File: config.mk
export PLATFORM = sky130hd
export DESIGN_NAME = dmem_port_arbiter
export DESIGN_NICKNAME = d
export VERILOG_FILES = /design/src/rtl/dmem_port_arbiter_pkg.sv /design/src/rtl/dmem_arb_wait_ctr.sv /design/src/rtl/dmem_port_arbiter.sv
export SDC_FILE = /design/constraint.sdc
export NUM_CORES = 1
export LEC_CHECK = 0
export BUFFER_PORTS_ARGS = -buffer_cell sky130_fd_sc_hd__buf_2
export CORE_AREA = 2 2 119 121
export CTS_CLUSTER_DIAMETER = 150
export DETAILED_ROUTE_END_ITERATION = 7
export DIE_AREA = 0 0 121 123
export PLACE_DENSITY = 0.61
export SLEW_MARGIN = 20
export SYNTH_ARGS = -nofsm -noshare
export SYNTH_HDL_FRONTEND = slang
export SYNTH_SLANG_ARGS = --single-unit
export TNS_END_PERCENT = 20
File: constraint.sdc
create_clock -name CLK -period 2.6 [get_ports CLK]
set_clock_uncertainty 0.1 [all_clocks]
set_input_delay 0.52 -clock CLK [delete_from_list [all_inputs] [get_ports CLK]]
set_output_delay 0.52 -clock CLK [all_outputs]
set_load 0.1 [all_outputs]
File: src/rtl/dmem_port_arbiter_pkg.sv
// rtl/dmem_port_arbiter_pkg.sv - shared encodings for the data-memory port arbiter and core control
package dmem_port_arbiter_pkg;

    // Port ownership states
    localparam logic OWN_CORE     = 1'b0;
    localparam logic OWN_DBG_LOCK = 1'b1;

    // Load/store funct3 encodings
    localparam logic [2:0] FUNC3_BYTE  = 3'b000;
    localparam logic [2:0] FUNC3_HALF  = 3'b001;
    localparam logic [2:0] FUNC3_WORD  = 3'b010;
    localparam logic [2:0] FUNC3_BYTEU = 3'b100;
    localparam logic [2:0] FUNC3_HALFU = 3'b101;

    // ALU operand-B source select
    typedef enum logic {
        ALUSRC_REG = 1'b0,
        ALUSRC_IMM = 1'b1
    } alusrc_e;

    // Result writeback source select
    typedef enum logic [1:0] {
        WBSRC_ALU = 2'b00,
        WBSRC_MEM = 2'b01,
        WBSRC_PC4 = 2'b10
    } wbsrc_e;

endpackage

File: src/rtl/dmem_arb_wait_ctr.sv
// rtl/dmem_arb_wait_ctr.sv - saturating count of cycles the debug requester has been kept waiting
module dmem_arb_wait_ctr #(
    parameter int MAX_WAIT = 8
) (
    input  logic clk,
    input  logic rst_n,
    input  logic inc,
    input  logic clr,
    output logic sat
);

    localparam int W = $clog2(MAX_WAIT + 1);
    localparam logic [W-1:0] MAX_V = W'(MAX_WAIT);

    logic [W-1:0] cnt;

    // Clear wins over increment so a grant always restarts the window
    always_ff @(posedge clk or negedge rst_n) begin
        if (!rst_n) begin
            cnt <= '0;
        end else if (clr) begin
            cnt <= '0;
        end else if (inc && (cnt != MAX_V)) begin
            cnt <= cnt + 1'b1;
        end
    end

    assign sat = (cnt == MAX_V);

endmodule

File: src/rtl/dmem_port_arbiter.sv
// rtl/dmem_port_arbiter.sv - shares the data-memory port between the core MEM stage and the debug loader
module dmem_port_arbiter
    import dmem_port_arbiter_pkg::*;
#(
    parameter int ADDR_W   = 32,
    parameter int DATA_W   = 32,
    parameter int MAX_WAIT = 8
) (
    input  logic              CLK,
    input  logic              RESET_N,
    input  logic              C_REQ,
    input  logic              C_WE,
    input  logic [2:0]        C_FUNC3,
    input  logic [ADDR_W-1:0] C_ADDR,
    input  logic [DATA_W-1:0] C_WDATA,
    output logic [DATA_W-1:0] C_RDATA,
    output logic              C_STALL,
    input  logic              D_REQ,
    input  logic              D_WE,
    input  logic              D_LOCK,
    input  logic [ADDR_W-1:0] D_ADDR,
    input  logic [DATA_W-1:0] D_WDATA,
    output logic              D_GNT,
    output logic              D_RVALID,
    output logic [DATA_W-1:0] D_RDATA,
    output logic              M_RD,
    output logic              M_WRT,
    output logic [2:0]        M_FUNC3,
    output logic [ADDR_W-1:0] M_ADDR,
    output logic [DATA_W-1:0] M_WDATA,
    input  logic [DATA_W-1:0] M_RDATA
);

    logic state;
    logic state_nxt;
    logic starved;
    logic dbg_win;
    logic core_go;
    logic locked;

    assign locked = (state == OWN_DBG_LOCK);

    // Every grant and strobe is qualified by RESET_N so nothing escapes while reset is asserted
    assign dbg_win = RESET_N & D_REQ & (locked | ~C_REQ | starved);
    assign C_STALL = RESET_N & C_REQ & (dbg_win | locked);
    assign core_go = RESET_N & C_REQ & ~C_STALL;
    assign D_GNT   = dbg_win;
    assign C_RDATA = M_RDATA;

    dmem_arb_wait_ctr #(
        .MAX_WAIT (MAX_WAIT)
    ) u_wait_ctr (
        .clk   (CLK),
        .rst_n (RESET_N),
        .inc   (D_REQ & C_REQ & ~dbg_win),
        .clr   (dbg_win | ~D_REQ),
        .sat   (starved)
    );

    always_comb begin
        M_RD    = 1'b0;
        M_WRT   = 1'b0;
        M_FUNC3 = C_FUNC3;
        M_ADDR  = C_ADDR;
        M_WDATA = C_WDATA;
        if (dbg_win) begin
            M_RD    = ~D_WE;
            M_WRT   = D_WE;
            M_FUNC3 = FUNC3_WORD;
            M_ADDR  = D_ADDR;
            M_WDATA = D_WDATA;
        end else begin
            M_RD    = core_go & ~C_WE;
            M_WRT   = core_go & C_WE;
        end
    end

    // Leaving the lock takes effect at the edge; the release cycle still arbitrates under lock rules
    always_comb begin
        state_nxt = state;
        case (state)
            OWN_CORE:     if (dbg_win && D_LOCK) state_nxt = OWN_DBG_LOCK;
            OWN_DBG_LOCK: if (!D_LOCK) state_nxt = OWN_CORE;
            default:      state_nxt = OWN_CORE;
        endcase
    end

    always_ff @(posedge CLK or negedge RESET_N) begin
        if (!RESET_N) begin
            state <= OWN_CORE;
        end else begin
            state <= state_nxt;
        end
    end

    always_ff @(posedge CLK or negedge RESET_N) begin
        if (!RESET_N) begin
            D_RVALID <= 1'b0;
            D_RDATA  <= '0;
        end else begin
            D_RVALID <= dbg_win & ~D_WE;
            if (dbg_win && !D_WE) begin
                D_RDATA <= M_RDATA;
            end
        end
    end

endmodule

; ---- Yosys cells after proc, flatten, opt, wreduce, memory -nomap -nowiden
; Cells that the tools add are included.
[totals]
wordCells = 43
output_inout_bits = 136
in_bits = 170
ff_bits = 38
[op_classes]
addsub = 1
muxes = 10
eq_ne = 2
n_reduce_logical = 5
bitwise = 21
[ops]
columns = operator, count
row1 = 2-to-1 mux 32 bit, 2
row2 = AND 1 bit, 10
row3 = 2-to-1 mux 4 bit, 2
row4 = inverter 1 bit, 7
row5 = adder 4 x 1 -> 4 bit (second input constant), 1
row6 = == test 4 bit (second input constant), 1
row7 = 2-to-1 mux 1 bit, 4
row8 = != test 4 bit (second input constant), 1
row9 = bitwise OR 1 bit, 4
row10 = logical AND 1 bit, 3
row11 = 2-to-1 mux 3 bit, 1
row12 = one-hot mux 1 bit (2 select lines), 1
row13 = nonzero test 2 bit, 1
row14 = zero test 1 bit, 1

; ---- Logic depth before layout (Yosys ltp)
; Gate-level depths: netlist of the first run.
[depth]
ltp_word = 10
ltp_mapped = 7
depth_no_buf = 5

; ---- Modules after synthesis
; From an unflattened synthesis of the first run, not the netlist that was laid out.
[unflattened]
cells_unflattened = 213
hier_area_um2 = 2606.2
[by_module_without_submodules]
columns = mod, cells_per_inst, instances, area_per_inst_um2, seq_area_each_um2
row1 = dmem_port_arbiter, 189, 1, 2373.5, 850.8
row2 = dmem_arb_wait_ctr, 24, 1, 232.7, 100.1

; ---- Worst setup path before layout of the first run
; No wires, ideal clock.
[synth_path]
path_type = input-to-output
start = input port C_REQ
end = output port M_FUNC3[0]
t_arrival_ns = 2.641
cell_stages = 6
n_path_buf = 3
required_ns = 1.980
path_slack_ns = -0.661
path_cell_list = buf_2 and2b_4 a21oi_4 buf_6 buf_6 nor2b_1
[synth_via]
elab_chain_cells = 5
[synth_rtl]
columns = item, line
row1 = "start, declared", dmem_port_arbiter.sv:11  ; input logic C_REQ,
row2 = inverter 1 bit, dmem_port_arbiter.sv:44  ; assign dbg_win = RESET_N & D_REQ & (locked | ~C_REQ | starved);
row3 = bitwise OR 1 bit (2 in series), dmem_port_arbiter.sv:44
row4 = AND 1 bit, dmem_port_arbiter.sv:44
row5 = named net D_GNT, dmem_port_arbiter.sv:23  ; output logic D_GNT,
row6 = 2-to-1 mux 3 bit, dmem_port_arbiter.sv:66  ; if (dbg_win) begin
row7 = "end, declared", dmem_port_arbiter.sv:28  ; output logic [2:0] M_FUNC3,
; The timed path passes the listed nets, and every way through them passes these cells.

; ---- Worst setup path in the final report of the first run
[layout_path]
start = register u_wait_ctr.cnt[0]
end = output port M_ADDR[12]
[layout_via]
elab_chain_cells = 4
[layout_rtl]
columns = item, line
row1 = "start, declared", dmem_arb_wait_ctr.sv:15  ; logic [W-1:0] cnt;
row2 = "start signal, assigned", dmem_arb_wait_ctr.sv:24  ; cnt <= cnt + 1'b1;
row3 = == test 4 bit, dmem_arb_wait_ctr.sv:28  ; assign sat = (cnt == MAX_V);
row4 = bitwise OR 1 bit, dmem_port_arbiter.sv:44
row5 = AND 1 bit, dmem_port_arbiter.sv:44
row6 = 2-to-1 mux 32 bit, dmem_port_arbiter.sv:66
row7 = "end, declared", dmem_port_arbiter.sv:29  ; output logic [ADDR_W-1:0] M_ADDR,
; No other way between the ends.

==> impl_metrics.csv, run 1 <==
group,metric,value,unit
critical_path,required,1980,ps
grt,antenna_found_initial,2,
synthesis,synth-edff-count,0,
critical_path,reg2regPathDepth,7,
synthesis,synthArstFlopShare,100,%
status,status,"finished, violations left",
power,p_int,1.70,mW
synthesis,postSynthAreaPerCell,12.2,sq um
power,powerDensity,741,mW/mm^2
power,pwr-share-clk,14.0,%
floorplanning,die-area,0.0149,sq mm
critical_path,crit_end,"M_ADDR[12]",
cts,cts.sinks,38,
sta,setup_slack,-79.5,ps
power,ir_drop,204,uV
layout,syn_to_final_growth,101,%
critical_path,startpoint,"u_wait_ctr.cnt[0]",
sta,finalCriticalPeriod,2680,ps
critical_path,crit_slowest_cell,"dfrtp_1",
drt,drt-initial-drc-count,58,
critical_path,worstSetupPathType,"flip-flop to primary output",
synthesis,yosys_warnings,0,
grt,grt_start_max_net_pins,47,
cts,numCtsBuffers,5,
layout,mostFrequentLayoutCell,"buf_2",
sta,fin_crit_sh,103,%
power,pwr-share-seq,19.4,%
layout,fin_area,0.00534,sq mm
critical_path,r2r_start,"u_wait_ctr.cnt[0]",
drt,wl_per_cell,17.3,microns
power,leakagePower,2.71,nW
placed_design,io_buffers,305,
synthesis,syn-cell-area,0.00265,sq mm
synthesis,ys_ff_latch,38,
floorplanning,die_h,123,microns
floorplanning,initial_utilization,19.5,%
critical_path,cp-start-kind,"flip-flop",
synthesis,synth_fp_nets,389,
synthesis,seq_area_frac_synth,35.9,%
placed_design,hpwlAfterDp,9890,microns
layout,nets,672,
power,p_sw,2.26,mW
drt,routed_wl,11800,microns
layout,post-route-util,39.2,%
floorplanning,ioPinCount,306,
cts,clockBufferDepth,2,
cts,cts_htree_levels,2,
critical_path,cp_slowest_stage_delay,380,ps
status,violations,"setup timing",
sta,slew_viol_final,0,
critical_path,worstReg2RegEnd,"D_RDATA[6]",
sta,fmax,373,MHz
placed_design,pre_cts_ws,16.3,ps
sta,rsz0062_at_grt,"yes",
floorplanning,core_area,0.0136,sq mm
sta,maxSlewHeadroom,67.5,%
critical_path,crit_arrival,2060,ps
sta,worst_slew_pin_slew,491,ps
run,maxCapViolCount,0,
power,power.share.combinational,66.6,%
cts,cts_tree,"built",
cts,path_clk_slew,50,ps
drt,viasPerCell,4.18,
min_path,hold_path.class,"input pin to async pin",
floorplanning,die_x,121,microns
grt,grt-ovfl-total,0,
drt,vias,2847,
synthesis,synth.distinct_cells,32,
grt,grt_pass1_vias,2892,
synthesis,yosysTopAreaCellShare,38.7,%
synthesis,synth_cells,217,
grt,grt_usage,14.8,%
critical_path,crit_chain,"inv_2 -> ha_4 -> nand3b_4 -> a21oi_4 -> buf_4 -> buf_8 -> mux2_4 -> buf_6",
drt,ant_nets,0,
sta,finalHoldViolCount,0,
synthesis,synth.area.top_cells,"mux2_2 (39%), dfrtp_1 (36%), buf_4 (11%)",
drt,drt_first_pass_iters,4,
synthesis,synth_ff_type,"dfrtp_1",
floorplanning,rows,43,
sta,finalSetupViolCount,52,
placed_design,gp_congestion,0.918,
grt,grt_pass1_wl,16100,microns
critical_path,cp-end-kind,"primary output",
drt,drcViolationCount,0,
critical_path,reg2reg_setup_slack,540,ps
sta,hold_ws,197,ps
cts,clock_latency,270,ps
critical_path,crit_fanout,10,
cts,cts-root-buf,"clkbuf_16",
layout,drive_gt1_share,86.0,%
synthesis,yosysTopAreaCell,"mux2_2",
placed_design,place_area,0.00459,sq mm
layout,most-common-layout-cells,"buf_2 (236), mux2_2 (66), buf_12 (43), dfrtp_1 (38), mux2_4 (27)",
power,p_sw_share,57.0,%
[sequential cells by signal, summed over array words and instances, names as in the netlist]
| signal | cells |
|---|---|
| D_RDATA | 32 |
| u_wait_ctr.cnt | 4 |
| D_RVALID | 1 |
| locked | 1 |
[power by group through the flow]
stage | Clock (mW) | Combinational, mW | Sequential [mW]
finish | 0.555 | 2.63 | 0.768
global route | 0.615 | 2.70 | 0.785
CTS | 0.587 | 2.64 | 0.768
detailed placement | 0 | 2.49 | 0.779
global placement | 0 | 2.48 | 0.772
floorplan | 0 | 1.10 | 1.65
[worst min path at each step]
stage,start,to,slack [ps],cells past startpoint
6_report,RESET_N,locked,200,2
5_1_grt,RESET_N,locked,230,2
4_1_cts,RESET_N,locked,280,2
3_5_place_dp,D_RDATA[0],D_RDATA[0],390,1
3_3_place_gp,D_RDATA[11],D_RDATA[11],380,1
2_1_floorplan,RESET_N,D_RDATA[0],120,0
[area by class of cell]
type                            count  area, sq um
Tap cell                          180          225
Timing Repair Buffer              320         2540
Fill cell                        1308         8270
Inverter                            3         11.3
Clock inverter                      2         10.0
Antenna cell                        1         2.50
Clock buffer                        5          125
Sequential cell                    38          951
Multi-Input combinational cell    132         1480
[logic make-up after synthesis]
kind of cell / share of synthesized area (%)
buf+inv: 13.0
mux: 41.2
fa+ha+maj: 0.944
simple gates: 4.06
xor+xnor: 0.330
flops: 35.9
compound gates: 4.67
[cells in the mapped netlist (all sizes together) (2+ instances only)]
cell type,instances
nand3,2
a211oi,2
nand2,4
dfrtp,38
a21oi,5
nor2b,2
o21bai,2
nand3b,2
inv,3
nor3,2
mux2,96
buf,43
ha,2
[critical path: cells and delay by family, from the launching register on]
family,cells,cell delay (ps)
buffers and inverters,4,620
AO/OA/AOI/OAI,1,170
flip-flops,1,380
AND/OR/NAND/NOR,1,90
adder cells (fa/ha/maj),1,150
multiplexers,1,360
[stage by stage]
stage	TNS (ps)	instances	power (mW)
finish	-2570	681	3.96
global route	-7550	680	4.10
CTS	-3180	680	3.99
detailed placement	0	667	3.26
global placement	0	667	3.25
floorplan	-2400	217	2.75
[timing repair]
action / in CTS / in global routing
endpoints found under the setup margin: 64 / 66
buffers inserted: 4 / 0
hold buffers: 0 / 0
pin swaps: 1 / 0
gates resized for setup: 140 / 10
cloned: 2 / 0
[metal layers]
metal	global-route usage [%]	up-vias	wire length, microns
li1	-	1308	-
met4	4.43	2	230
met5	0	-	13
met2	26.9	197	5950
met1	16.5	1320	4390
met3	4.57	20	1180
No activity file was read; power rests on OpenSTA's default activity.
==> inputs of run 2 (changes only) <==
--- a/config.mk
+++ b/config.mk
@@ -6,13 +6,14 @@
 export NUM_CORES = 1
 export LEC_CHECK = 0
 export BUFFER_PORTS_ARGS = -buffer_cell sky130_fd_sc_hd__buf_2
-export CORE_AREA = 2 2 119 121
+export CORE_AREA = 2 2 118 120
 export CTS_CLUSTER_DIAMETER = 150
 export DETAILED_ROUTE_END_ITERATION = 7
-export DIE_AREA = 0 0 121 123
+export DIE_AREA = 0 0 120 122
 export PLACE_DENSITY = 0.61
 export SLEW_MARGIN = 20
 export SYNTH_ARGS = -nofsm -noshare
 export SYNTH_HDL_FRONTEND = slang
+export SYNTH_HIERARCHICAL = 1
 export SYNTH_SLANG_ARGS = --single-unit
 export TNS_END_PERCENT = 20
==> impl_metrics.csv, run 2 <==
group,metric,value,unit
critical_path,crit_slowest_cell,"dfrtp_1",
critical_path,cp_slowest_stage_delay,360,ps
layout,instances_no_fill,690,
synthesis,yosys_warnings,6,
floorplanning,initial_utilization,19.3,%
layout,fill_cells,1320,
placed_design,dp.cells,667,
synthesis,synth.distinct_cells,30,
synthesis,yosysMostFrequentCell,"mux2_1",
synthesis,synthArstFlopShare,100,%
critical_path,crit_chain,"inv_2 -> ha_4 -> nand2_4 -> nor2_4 -> nor3b_4 -> nor2_4 -> buf_12 -> buf_12 -> mux2_1 -> buf_6",
status,violations,"setup timing",
grt,antenna_found_initial,0,
floorplanning,die_x,120,microns
cts,cts.sinks,38,
grt,grt_usage,13.5,%
cts,clockBufferDepth,2,
layout,drive_gt1_share,77.8,%
layout,most-common-layout-cells,"buf_2 (234), mux2_1 (53), buf_12 (41), buf_6 (40), dfrtp_1 (38)",
cts,numCtsBuffers,5,
synthesis,synth.area.top_cells,"mux2_1 (38%), dfrtp_1 (36%), buf_4 (9.2%)",
synthesis,seq_area_frac_synth,36.5,%
cts,cts_tree,"built",
power,p_sw,2.25,mW
floorplanning,die-area,0.0146,sq mm
min_path,hold_path.class,"input pin to async pin",
synthesis,ys_ff_latch,38,
sta,fin_setup_tns,-6970,ps
drt,drt_first_pass_iters,3,
synthesis,syn-cell-area,0.00261,sq mm
power,pwr-share-clk,15.3,%
drt,viasPerCell,4.04,
synthesis,synth_common_cells,"mux2_1 (89), dfrtp_1 (38), buf_4 (32)",
synthesis,synth-edff-count,0,
placed_design,hpwlAfterDp,8610,microns
layout,post-route-util,40.2,%
placed_design,pre_cts_ws,-25.3,ps
sta,finalHoldViolCount,0,
floorplanning,core_area,0.0135,sq mm
run,maxCapViolCount,0,
grt,grt_pass1_wl,15300,microns
placed_design,gp_congestion,0.822,
drt,routed_wl,10500,microns
critical_path,cp-end-kind,"primary output",
synthesis,synth_cells,213,
power,p_int,1.69,mW
critical_path,crit_fanout,21,
grt,grt_start_max_net_pins,34,
drt,drcViolationCount,0,
layout,register_area,951,sq um
placed_design,io_buffers,305,
drt,vias,2788,
power,total_power,3.94,mW
layout,multi_input_area,0.00146,sq mm
sta,finalCriticalPeriod,2740,ps
cts,clock_latency,270,ps
layout,nets,681,
power,p_sw_share,57.0,%
sta,slew_viol_final,0,
layout,regMostFlops,"D_RDATA",
synthesis,yosysTopAreaCellShare,38.5,%
synthesis,synth_ff_type,"dfrtp_1",
layout,reg.largest.list,"D_RDATA: 32 flops, u_wait_ctr/cnt: 4 flops",
status,status,"finished, violations left",
critical_path,required,1980,ps
cts,cts_htree_levels,2,
sta,worst_slew_pin_slew,644,ps
layout,mostFrequentLayoutCell,"buf_2",
cts,path_clk_slew,60,ps
critical_path,crit_arrival,2120,ps
sta,setup_slack,-145,ps
sta,fin_crit_sh,106,%
floorplanning,ioPinCount,306,
sta,maxSlewHeadroom,56.6,%
cts,holdBufCountCts,0,
synthesis,synth_fp_nets,385,
synthesis,postSynthAreaPerCell,12.2,sq um
power,leakagePower,2.73,nW
cts,cts-root-buf,"clkbuf_16",
drt,drt-initial-drc-count,42,
grt,grt-ovfl-total,0,
critical_path,worstSetupPathType,"flip-flop to primary output",
layout,n_antenna_cell,0,
layout,largest_reg_flops,32,
sta,finalSetupViolCount,67,
floorplanning,rows,43,
floorplanning,die_h,122,microns
sta,fmax,364,MHz
power,pwr-share-seq,19.4,%
power,ir_drop,211,uV
sta,rsz0062_at_grt,"yes",
layout,syn_to_final_growth,108,%
critical_path,cp-start-kind,"flip-flop",
grt,grt_pass1_vias,2844,
drt,wl_per_cell,15.2,microns
power,powerDensity,725,mW/mm^2
synthesis,yosysTopAreaCell,"mux2_1",
drt,ant_nets,0,
power,power.share.combinational,65.3,%
run 2: layout make-up:
type | count | share of cell area, %
flip-flops and latches | 38 | 17.5
inverters | 2 | 0.138
clock buffers | 6 | 2.56
multi-input cells | 131 | 26.9
clock inverters | 2 | 0.231
well taps | 180 | 4.15
repair buffers | 331 | 48.5
run 2: timing repair:
action,CTS,global route
setup endpoints to repair,68,73
pin swaps,1,3
gates resized for setup,183,76
cloned,2,0
buffers inserted,16,0
run 2: metrics by stage:
step | hold slack (ps) | cell area, sq um
2_1_floorplan | 124 | 2650
3_3_place_gp | 361 | 4330
3_5_place_dp | 372 | 4330
4_1_cts | 101 | 5250
5_1_grt | 107 | 5430
6_report | 106 | 5430
run 2: worst max-delay path, delay by kind of cell, from the launching register on:
kind	cells	cell delay [ps]
flops	1	360
mux	1	350
fa+ha+maj	1	160
buf+inv	4	540
simple gates	4	420
run 2: path summary, 6_finish.rpt:
| path | from | endpoint | slack, ps | cells after the start |
|---|---|---|---|---|
| setup / recovery | u_wait_ctr/cnt[0] | M_ADDR[27] | -140 | 10 |
| hold / removal | RESET_N | locked | 110 | 2 |
| setup reg to reg | u_wait_ctr/cnt[1] | u_wait_ctr/cnt[0] | 60 | 16 |
| hold reg to reg | D_RDATA[13] | D_RDATA[13] | 380 | 1 |
| max in group asynchronous | RESET_N | D_RDATA[13] | 1700 | 3 |
| min in group CLK | D_LOCK | locked | 360 | 2 |
run 2: logic make-up (layout without fill, tap and decap cells):
family,Yosys count,in the layout,share of synthesized area (%)
xor+xnor,1,1,0.336
mux,99,99,42.9
compound gates,6,6,1.58
simple gates,23,23,5.62
fa+ha+maj,2,2,0.960
buf+inv,44,341,12.1
flops,38,38,36.5
run 2: layer usage:
| layer | track usage, % | vias to the layer above | part of all wire (%) |
|---|---|---|---|
| met5 | 0 | - | 0 |
| met4 | 3.31 | 0 | 1.3 |
| met3 | 3.65 | 10 | 8.6 |
| met2 | 25.2 | 167 | 54 |
| met1 | 15.2 | 1301 | 36 |
| li1 | - | 1310 | - |
run 2: power by group through the flow:
stage	logic [mW]	clock network [mW]	registers, mW
2_1_floorplan	1.05	0	1.64
3_3_place_gp	2.33	0	0.769
5_1_grt	2.64	0.658	0.782
4_1_cts	2.52	0.633	0.766
6_report	2.57	0.601	0.765
3_5_place_dp	2.34	0	0.776
==> inputs of run 3 (changes only) <==
--- a/config.mk
+++ b/config.mk
@@ -5,12 +5,14 @@
 export SDC_FILE = /design/constraint.sdc
 export NUM_CORES = 1
 export LEC_CHECK = 0
+export ABC_AREA = 1
 export BUFFER_PORTS_ARGS = -buffer_cell sky130_fd_sc_hd__buf_2
-export CORE_AREA = 2 2 118 120
+export CORE_AREA = 2 2 119 121
 export CTS_CLUSTER_DIAMETER = 150
 export DETAILED_ROUTE_END_ITERATION = 7
-export DIE_AREA = 0 0 120 122
+export DIE_AREA = 0 0 121 123
 export PLACE_DENSITY = 0.61
+export RECOVER_POWER = 25
 export SLEW_MARGIN = 20
 export SYNTH_ARGS = -nofsm -noshare
 export SYNTH_HDL_FRONTEND = slang
==> impl_metrics.csv, run 3 <==
group,metric,value,unit
cts,cts.sinks,38,
synthesis,synthArstFlopShare,100,%
layout,multi_input_area,0.00156,sq mm
synthesis,synth_common_cells,"nand2_1 (302), dfrtp_1 (38), buf_4 (36)",
drt,vias,3735,
synthesis,yosys_warnings,6,
power,total_power,4.19,mW
critical_path,cp_slowest_stage_delay,360,ps
synthesis,yosysTopAreaCell,"nand2_1",
cts,numCtsBuffers,5,
critical_path,cp-end-kind,"primary output",
layout,nets,900,
sta,finalCriticalPeriod,2640,ps
synthesis,syn-cell-area,0.00266,sq mm
layout,drive_gt1_share,60.8,%
sta,fmax,379,MHz
synthesis,synth_fp_nets,603,
placed_design,gp_congestion,0.816,
grt,grt_start_max_net_pins,39,
power,ir_drop,602,uV
drt,drt-initial-drc-count,156,
critical_path,worstSetupPathType,"flip-flop to primary output",
layout,syn_to_final_growth,127,%
run,maxCapViolCount,0,
cts,clockBufferDepth,2,
synthesis,synth-edff-count,0,
min_path,hold_path.class,"input pin to flip-flop",
status,status,"finished, violations left",
layout,fill_cells,1373,
sta,worst_slew_pin_slew,922,ps
synthesis,yosysMostFrequentCell,"nand2_1",
floorplanning,die_h,123,microns
synthesis,synth.area.top_cells,"nand2_1 (43%), dfrtp_1 (36%), buf_4 (10%)",
grt,antenna_found_initial,1,
critical_path,reg2reg_setup_slack,70,ps
critical_path,cp-start-kind,"flip-flop",
synthesis,yosysTopAreaCellShare,42.7,%
sta,finalSetupViolCount,40,
sta,rsz0062_at_grt,"yes",
grt,grt_pass1_wl,18400,microns
synthesis,seq_area_frac_synth,35.8,%
critical_path,crit_chain,"inv_2 -> ha_4 -> nand3b_1 -> inv_1 -> inv_1 -> nand3_2 -> nand2_4 -> buf_8 -> buf_8 -> nand4_1 -> nand2_2 -> buf_12",
floorplanning,die_x,121,microns
drt,drt_first_pass_iters,4,
critical_path,required,1980,ps
sta,fin_setup_tns,-513,ps
layout,post-route-util,44.3,%
critical_path,crit_slowest_cell,"dfrtp_1",
synthesis,synth_cells,431,
sta,finalHoldViolCount,0,
floorplanning,ioPinCount,306,
synthesis,postSynthAreaPerCell,6.16,sq um
layout,most-common-layout-cells,"buf_2 (234), nand2_1 (224), nand2_2 (74), buf_12 (74), dfrtp_1 (38)",
layout,regMostFlops,"D_RDATA",
critical_path,crit_fanout,8,
cts,cts_htree_levels,2,
power,leakagePower,3.42,nW
sta,setup_slack,-37.3,ps
sta,slew_viol_final,0,
synthesis,ys_ff_latch,38,
status,violations,"setup timing",
sta,maxSlewHeadroom,38.5,%
cts,cts_tree,"built",
floorplanning,initial_utilization,19.5,%
layout,register_area,951,sq um
placed_design,io_buffers,305,
drt,viasPerCell,4.10,
drt,drcViolationCount,0,
grt,grt-ovfl-total,0,
floorplanning,core_area,0.0136,sq mm
synthesis,synth.distinct_cells,18,
layout,mostFrequentLayoutCell,"buf_2",
drt,wl_per_cell,15.0,microns
floorplanning,die-area,0.0149,sq mm
cts,cts-root-buf,"clkbuf_16",
synthesis,synth_ff_type,"dfrtp_1",
drt,routed_wl,13700,microns
power,powerDensity,695,mW/mm^2
cts,path_clk_slew,60,ps
placed_design,hpwlAfterDp,9510,microns
sta,fin_crit_sh,101,%
cts,clock_latency,280,ps
critical_path,crit_arrival,2020,ps
grt,grt_usage,16.2,%
layout,largest_reg_flops,32,
floorplanning,rows,43,
grt,grt_pass1_vias,3508,
drt,ant_nets,0,
layout,reg.largest.list,"D_RDATA: 32 flops, u_wait_ctr/cnt: 4 flops",
==> run 3: through the flow <==
| step | setup slack (ps) | cell area, sq um | instances | hold WS (ps) |
|---|---|---|---|---|
| after floorplan | -17.5 | 2700 | 431 | 124 |
| after global placement | 125 | 5250 | 872 | 358 |
| after detailed placement | 105 | 5250 | 872 | 360 |
| after CTS | -54.6 | 5800 | 903 | 266 |
| after global routing | -133 | 6030 | 909 | 357 |
| final | -37.3 | 6030 | 910 | 343 |
==> run 3: worst max-delay path, delay by kind of cell (launching register included) <==
family | cells | cell delay [ps]
fa+ha+maj | 1 | 160
buf+inv | 6 | 640
flops | 1 | 360
simple gates | 5 | 570
==> run 3: final timing paths <==
kind                                   start                end  depth (start not counted)
setup / recovery           u_wait_ctr/cnt[0]               M_RD                         12
hold / removal                    M_RDATA[9]         D_RDATA[9]                          3
setup reg to reg           u_wait_ctr/cnt[0]  u_wait_ctr/cnt[0]                         18
hold reg to reg                  D_RDATA[29]        D_RDATA[29]                          2
max in group asynchronous            RESET_N           D_RVALID                          2
min in group asynchronous            RESET_N  u_wait_ctr/cnt[2]                          2
==> run 3: logic make-up (layout without fill, tap and decap cells) <==
logic type	count (synthesis)	count (layout)	synth area share, %
AO/OA/AOI/OAI	3	3	0.707
flip-flops	38	38	35.8
adder cells (fa/ha/maj)	2	2	0.942
buffers and inverters	67	365	15.8
AND/OR/NAND/NOR	321	321	46.8
other	0	1	0
==> run 3: layout make-up <==
class | count | area share [%]
Sequential cell | 38 | 15.8
Timing Repair Buffer | 342 | 50.8
Clock buffer | 6 | 2.14
Tap cell | 180 | 3.73
Inverter | 15 | 1.06
Multi-Input combinational cell | 326 | 25.8
Antenna cell | 1 | 0.0415
Clock inverter | 2 | 0.622
==> run 3: power by group <==
part	total (mW)	switching [mW]	internal (mW)
Combinational	2.76	2.07	0.686
Clock	0.683	0.230	0.452
Sequential	0.752	0.0552	0.696
==> run 3: what timing repair did <==
item | in CTS | in global routing
hold buffers | 0 | 0
buffers inserted | 20 | 2
cloned | 3 | 5
setup endpoints to repair | 67 | 81
resized for setup | 63 | 34
pin swaps | 2 | 35
==> run 3: layer usage <==
metal	vias up	GRT usage (%)	wire, microns
met2	193	29.4	6890
met4	0	5.81	345
li1	1853	-	-
met1	1669	19.0	5350
met3	20	3.14	1070
met5	-	0	0
